==> config.mk <==
export PLATFORM = sky130hd
export DESIGN_NAME = fft_butterfly_sequencer
export DESIGN_NICKNAME = d
export VERILOG_FILES = /design/src/rtl/fft_pkg.sv /design/src/rtl/fft_wb_delay_line.sv /design/src/rtl/fft_butterfly_sequencer.sv
export SDC_FILE = /design/constraint.sdc
export NUM_CORES = 1
export LEC_CHECK = 0
export ABC_AREA = 1
export ABC_CLOCK_PERIOD_IN_PS = 3000
export CORE_MARGIN = 8
export CORE_UTILIZATION = 57
export CTS_CLUSTER_DIAMETER = 100
export DETAILED_ROUTE_END_ITERATION = 8
export PLACE_DENSITY = 0.77
export SKIP_CTS_REPAIR_TIMING = 1
export SYNTH_ARGS = -nofsm -noshare
export SYNTH_HDL_FRONTEND = slang
export SYNTH_SLANG_ARGS = --single-unit
==> constraint.sdc <==
create_clock -name clk -period 3 [get_ports clk]
set_input_delay 0.45 -clock clk [delete_from_list [all_inputs] [get_ports clk]]
set_output_delay 0.45 -clock clk [all_outputs]
set_load 0.005 [all_outputs]
==> src/rtl/fft_pkg.sv <==
// Shared FFT definitions: sequencer FSM state encoding and datapath latency constants.
// FFT_BF_LAT is also used by the butterfly wrapper, so the write-back delay stays
// consistent with the real pipeline depth.
package fft_pkg;

  typedef enum logic [1:0] {
    StIdle,
    StIssue,
    StDrain,
    StDone
  } fft_state_e;

  // Butterfly latency: from enable-sampled operands to registered outputs.
  localparam int unsigned FFT_BF_LAT = 11;
  // Default data RAM / twiddle ROM read latency.
  localparam int unsigned FFT_RD_LAT = 1;

endpackage

==> src/rtl/fft_wb_delay_line.sv <==
// Fixed-depth shift register carrying {tag, addr_x, addr_y} from issue to write-back.
// Shifts every cycle; a synchronous clear empties it so no pending write survives reset.
// Ports:
//   clk_i  - clock
//   clr_i  - synchronous clear, active-high
//   data_i - entry shifted in this cycle
//   data_o - entry leaving the line (Depth cycles after it entered)
module fft_wb_delay_line #(
  parameter int unsigned Depth = 12,
  parameter int unsigned Width = 13
) (
  input  logic             clk_i,
  input  logic             clr_i,
  input  logic [Width-1:0] data_i,
  output logic [Width-1:0] data_o
);

  logic [Depth-1:0][Width-1:0] pipe_q, pipe_d;

  always_comb begin
    pipe_d    = pipe_q;
    pipe_d[0] = data_i;
    for (int i = 1; i < Depth; i++) begin
      pipe_d[i] = pipe_q[i-1];
    end
  end

  always_ff @(posedge clk_i) begin
    if (clr_i) begin
      pipe_q <= '0;
    end else begin
      pipe_q <= pipe_d;
    end
  end

  assign data_o = pipe_q[Depth-1];

endmodule

==> src/rtl/fft_butterfly_sequencer.sv <==
// Control-only scheduler for an in-place radix-2 DIT FFT. Issues one butterfly per cycle
// (operand addresses + twiddle index), drains the butterfly pipeline between stages so
// the next stage never reads a location before its last write, and writes results back
// to the operand addresses a fixed WB_DELAY cycles after each read.
// Ports:
//   clk, rst             - clock, synchronous active-high reset
//   start                - begin an FFT (only honoured in idle)
//   busy, done           - run in progress, one-cycle completion pulse
//   rd_en, rd_addr_x/y   - dual-port RAM read strobe and operand addresses
//   tw_addr              - twiddle ROM index k for W = exp(-j*2*pi*k/N)
//   bf_enable            - butterfly pipeline enable (equal to busy)
//   wr_en, wr_addr_x/y   - write-back strobe and addresses for out0/out1
//   stage                - current stage index
module fft_butterfly_sequencer
  import fft_pkg::*;
#(
  parameter int unsigned LOG2N    = 6,
  parameter int unsigned RD_LAT   = FFT_RD_LAT,
  parameter int unsigned BF_LAT   = FFT_BF_LAT,
  parameter int unsigned WB_DELAY = RD_LAT + BF_LAT
) (
  input  logic                       clk,
  input  logic                       rst,
  input  logic                       start,
  output logic                       busy,
  output logic                       done,
  output logic                       rd_en,
  output logic [LOG2N-1:0]           rd_addr_x,
  output logic [LOG2N-1:0]           rd_addr_y,
  output logic [LOG2N-2:0]           tw_addr,
  output logic                       bf_enable,
  output logic                       wr_en,
  output logic [LOG2N-1:0]           wr_addr_x,
  output logic [LOG2N-1:0]           wr_addr_y,
  output logic [$clog2(LOG2N)-1:0]   stage
);

  localparam int unsigned KW = LOG2N - 1;
  localparam int unsigned SW = $clog2(LOG2N);
  localparam int unsigned DW = (WB_DELAY > 1) ? $clog2(WB_DELAY) : 1;
  localparam int unsigned LW = 1 + 2 * LOG2N;

  localparam logic [KW-1:0]    KLast  = '1;  // N/2-1
  localparam logic [SW-1:0]    SLast  = SW'(LOG2N - 1);
  localparam logic [DW-1:0]    DLast  = DW'(WB_DELAY - 1);
  localparam logic [LOG2N-1:0] AddrOne = LOG2N'(1);
  localparam logic [SW-1:0]    TwMaxSh = SW'(KW);

  fft_state_e state_q, state_d;
  logic [SW-1:0]    stage_q, stage_d;
  logic [KW-1:0]    k_q, k_d;
  logic [DW-1:0]    drain_q, drain_d;
  logic             busy_q, busy_d;
  logic             done_q, done_d;
  logic             rd_en_q, rd_en_d;
  logic [LOG2N-1:0] rd_addr_x_q, rd_addr_x_d;
  logic [LOG2N-1:0] rd_addr_y_q, rd_addr_y_d;
  logic [KW-1:0]    tw_addr_q, tw_addr_d;

  logic [LOG2N-1:0] k_ext, half, j_idx, ax, ay;

  always_comb begin
    state_d = state_q;
    stage_d = stage_q;
    k_d     = k_q;
    drain_d = drain_q;
    unique case (state_q)
      StIdle: begin
        if (start) begin
          state_d = StIssue;
          stage_d = '0;
          k_d     = '0;
        end
      end
      StIssue: begin
        if (k_q == KLast) begin
          state_d = StDrain;
          drain_d = '0;
        end else begin
          k_d = k_q + KW'(1);
        end
      end
      StDrain: begin
        if (drain_q == DLast) begin
          if (stage_q == SLast) begin
            state_d = StDone;
          end else begin
            state_d = StIssue;
            stage_d = stage_q + SW'(1);
            k_d     = '0;
          end
        end else begin
          drain_d = drain_q + DW'(1);
        end
      end
      StDone: begin
        state_d = StIdle;
        stage_d = '0;
      end
      default: state_d = StIdle;
    endcase

    // Outputs are derived from the next state so they register alongside it.
    // x = g*2*half + j equals k with its low s bits kept and the rest shifted up by one.
    k_ext = {1'b0, k_d};
    half  = AddrOne << stage_d;
    j_idx = k_ext & (half - AddrOne);
    ax    = ((k_ext & ~(half - AddrOne)) << 1) | j_idx;
    ay    = ax | half;

    rd_en_d     = (state_d == StIssue);
    busy_d      = (state_d != StIdle);
    done_d      = (state_d == StDone);
    rd_addr_x_d = rd_en_d ? ax : '0;
    rd_addr_y_d = rd_en_d ? ay : '0;
    tw_addr_d   = rd_en_d ? (j_idx[KW-1:0] << (TwMaxSh - stage_d)) : '0;
  end

  always_ff @(posedge clk) begin
    if (rst) begin
      state_q     <= StIdle;
      stage_q     <= '0;
      k_q         <= '0;
      drain_q     <= '0;
      busy_q      <= 1'b0;
      done_q      <= 1'b0;
      rd_en_q     <= 1'b0;
      rd_addr_x_q <= '0;
      rd_addr_y_q <= '0;
      tw_addr_q   <= '0;
    end else begin
      state_q     <= state_d;
      stage_q     <= stage_d;
      k_q         <= k_d;
      drain_q     <= drain_d;
      busy_q      <= busy_d;
      done_q      <= done_d;
      rd_en_q     <= rd_en_d;
      rd_addr_x_q <= rd_addr_x_d;
      rd_addr_y_q <= rd_addr_y_d;
      tw_addr_q   <= tw_addr_d;
    end
  end

  // Write-back is timed purely by this tag line; the butterfly's own valid output
  // is also high for the dummy drain slots and must not be used.
  logic [LW-1:0] wb_in, wb_out;
  assign wb_in = {rd_en_q, rd_addr_x_q, rd_addr_y_q};

  fft_wb_delay_line #(
    .Depth(WB_DELAY),
    .Width(LW)
  ) u_wb_delay (
    .clk_i (clk),
    .clr_i (rst),
    .data_i(wb_in),
    .data_o(wb_out)
  );

  assign {wr_en, wr_addr_x, wr_addr_y} = wb_out;

  assign busy      = busy_q;
  assign done      = done_q;
  assign rd_en     = rd_en_q;
  assign rd_addr_x = rd_addr_x_q;
  assign rd_addr_y = rd_addr_y_q;
  assign tw_addr   = tw_addr_q;
  assign bf_enable = busy_q;
  assign stage     = stage_q;

endmodule

==> out/qor.yml <==
io_pins: 40
hold_depth: 2
place_ws_ns: 0.3399
clk_path_buf_depth: 2
pwr-share-seq_pct: 53.6
setup-tns-final_ns: 0
relSlewSlack_pct: 62.28
antenna_found_initial: 0
die_h_um: 119.9
synth_edf_count: 0
worst_pin_slew_ns: 0.5658
combinationalPowerShare_pct: 2.2
drt-total-wl_mm: 9.675
leakagePower_uw: 0.002900
synth.area.top_cells: "dfxtp_1 62%, inv_1 12%, nor2_1 11%, nand2_1 3.4%, buf_4 1.7%"
crit_type: "flip-flop to flip-flop"
stdcell_area_um2: 7121
grt.overflow.total: 0
period_share_pct: 87.27
dieArea_um2: 14380
ys_async_sr_fraction_pct: 0
clk_latency_ns: 0.52
fin_cells: 911
synthCells: 734
tritoncts: "built"
nets: 768
hold_class: "primary input to flip-flop"
grt_pass1_vias: 3824
gp_congestion: 0.8109
yosysUniqueCellTypes: 28
first_pass_iters: 4
finClkSkew_ns: 0.006202
yosysTopAreaCellShare_pct: 61.79
syn_nets: 742
vias_per_cell: 4.366
setup_viol: 0
netlist_area_um2: 6156
initial_utilization_pct: 57.54
post_dp_cell_area_um2: 6561
row_count: 38
critPathMaxFanout: 13
power_density_nw_per_um2: 666.9
fp.coreArea_um2: 10700
rsz0062_at_grt: "no"
arrival_ns: 3.04
end_kind: "flip-flop"
layout_min_cycle_time_ns: 2.618
cp_data_required_time_ns: 3.42
root_buffer: "clkbuf_8"
switching_power_uw: 1004
synth_area_per_cell_um2: 8.387
clkTransAtPathRegs_ns: 0.07
numCtsBuffers: 17
drv_cap: 0
synth_top_cell_by_area: "dfxtp_1"
synth.most_common_cell: "inv_1"
synth_seq_cells: 190
vias: 3977
grt_pass1_wl_mm: 16.60
status: "completed"
hpwl_mm: 6.289
grt_use_total_pct: 14.44
internal_power_uw: 3745
max_freq_mhz: 382.0
dp.cells: 881
antenna_cells: 0
drc: 0
ir_drop_mv: 0.5204
ys_seq_area_share_pct: 61.79
cts.sinks: 190
ys.warnings.count: 0
p_sw_share_pct: 21.14
crit_path_start_kind: "flip-flop"
grt_max_degree: 111
die_w_um: 119.9
htreeDepth: 4
hold_viol: 0
fin_hold_ws_ns: 0.3941
drtAntennaViolNets: 0
numPortBuffers: 39
rr_worst_depth: 17
drtIter0Drc: 179
fin_ws_ns: 0.3820
p_clk_share_pct: 44.2
netlist_top_cells_count: "194 x inv_1, 190 x dfxtp_1, 180 x nor2_1"
finalMaxSlewViolations: 0
area_delta_synth_final_pct: 15.67
synth_ff_type: "dfxtp_1"
drive_above_1_share_pct: 7.912
wl_per_cell_um: 10.62
per-stage QoR:
| stage | power (µW) | utilization (%) |
|---|---|---|
| after floorplan | 2677 | - |
| after global placement | 2705 | 61.33 |
| after detailed placement | 2706 | 61.33 |
| after CTS | 4806 | 66.56 |
| after global routing | 4923 | 66.56 |
| final | 4749 | 66.56 |
critical path: stages, from the launching register on:
cell and delay [ns]:
dfxtp_1 0.38, ha_1 0.25, nand2_1 0.11, nor2_4 0.15, nand2_2 0.09, nand2_2 0.12, nand3_1 0.10, nand2_2 0.25
inv_1 0.11, nand2_1 0.11, ha_1 0.22, nand4_1 0.15, nand3_1 0.15, nand2_1 0.08, nand3_1 0.08, nand2_1 0.05
nand2_1 0.05, nand2_1 0.05
final timing paths:
kind | startpoint | end | slack, ns
setup reg to reg | drain_q[0] | tw_addr[4] | 0.38
hold / removal | rst | u_wb_delay.pipe_d[25] | 0.39
setup / recovery | drain_q[0] | tw_addr[4] | 0.38
hold reg to reg | u_wb_delay.pipe_d[49] | u_wb_delay.pipe_d[62] | 0.40
layout make-up:
type	instances	area, µm²
multi-input cells	312	1428
flip-flops and latches	190	3804
fillers	868	3577
clock buffers	21	459.2
inverters	199	747.0
repair buffers	40	407.9
clock inverters	9	100.1
well taps	140	175.2
cells in the final DEF, fill, tap and decap left out, types with 7 or more instances in the layout:
master	n
a21oi_1	7
clkbuf_16	16
clkdlybuf4s50_1	38
dfxtp_1	190
inv_1	194
nand2_1	55
nand2_2	9
nand3_1	16
nand4_1	7
nor2_1	180
registers in the layout, indices dropped and copies added (netlist names):
signal             count
done                   1
k_q                    5
rd_en                  1
u_wb_delay.pipe_d    143
stage                  3
rd_addr_x              6
u_wb_delay.data_o     13
drain_q                4
bf_enable              1
state_q                2
tw_addr                5
rd_addr_y              6
cell families (layout without fill, tap and decap cells):
| group | count (synthesis) | in the layout | share of synthesized area [%] |
|---|---|---|---|
| compound gates | 25 | 25 | 2.764 |
| buf+inv | 232 | 269 | 15.02 |
| simple gates | 279 | 279 | 18.98 |
| fa+ha+maj | 5 | 5 | 1.016 |
| xor+xnor | 3 | 3 | 0.4269 |
| flops | 190 | 190 | 61.79 |
layer usage:
metal	vias to the layer above	routed length, µm	global-route usage [%]
met1	1791	4318	15.78
li1	2108	-	-
met5	-	0	0
met2	66	4700	24.76
met4	0	106	5.855
met3	12	549	5.543
power groups by stage:
stage | sequential, µW | clock [µW] | combinational [µW]
floorplan | 2600 | 0 | 76.8
global route | 2540 | 2260 | 117
detailed placement | 2600 | 0 | 104
global placement | 2600 | 0 | 103
CTS | 2540 | 2160 | 106
finish | 2540 | 2100 | 104
Note: power is estimated with default switching activity, not from simulation.
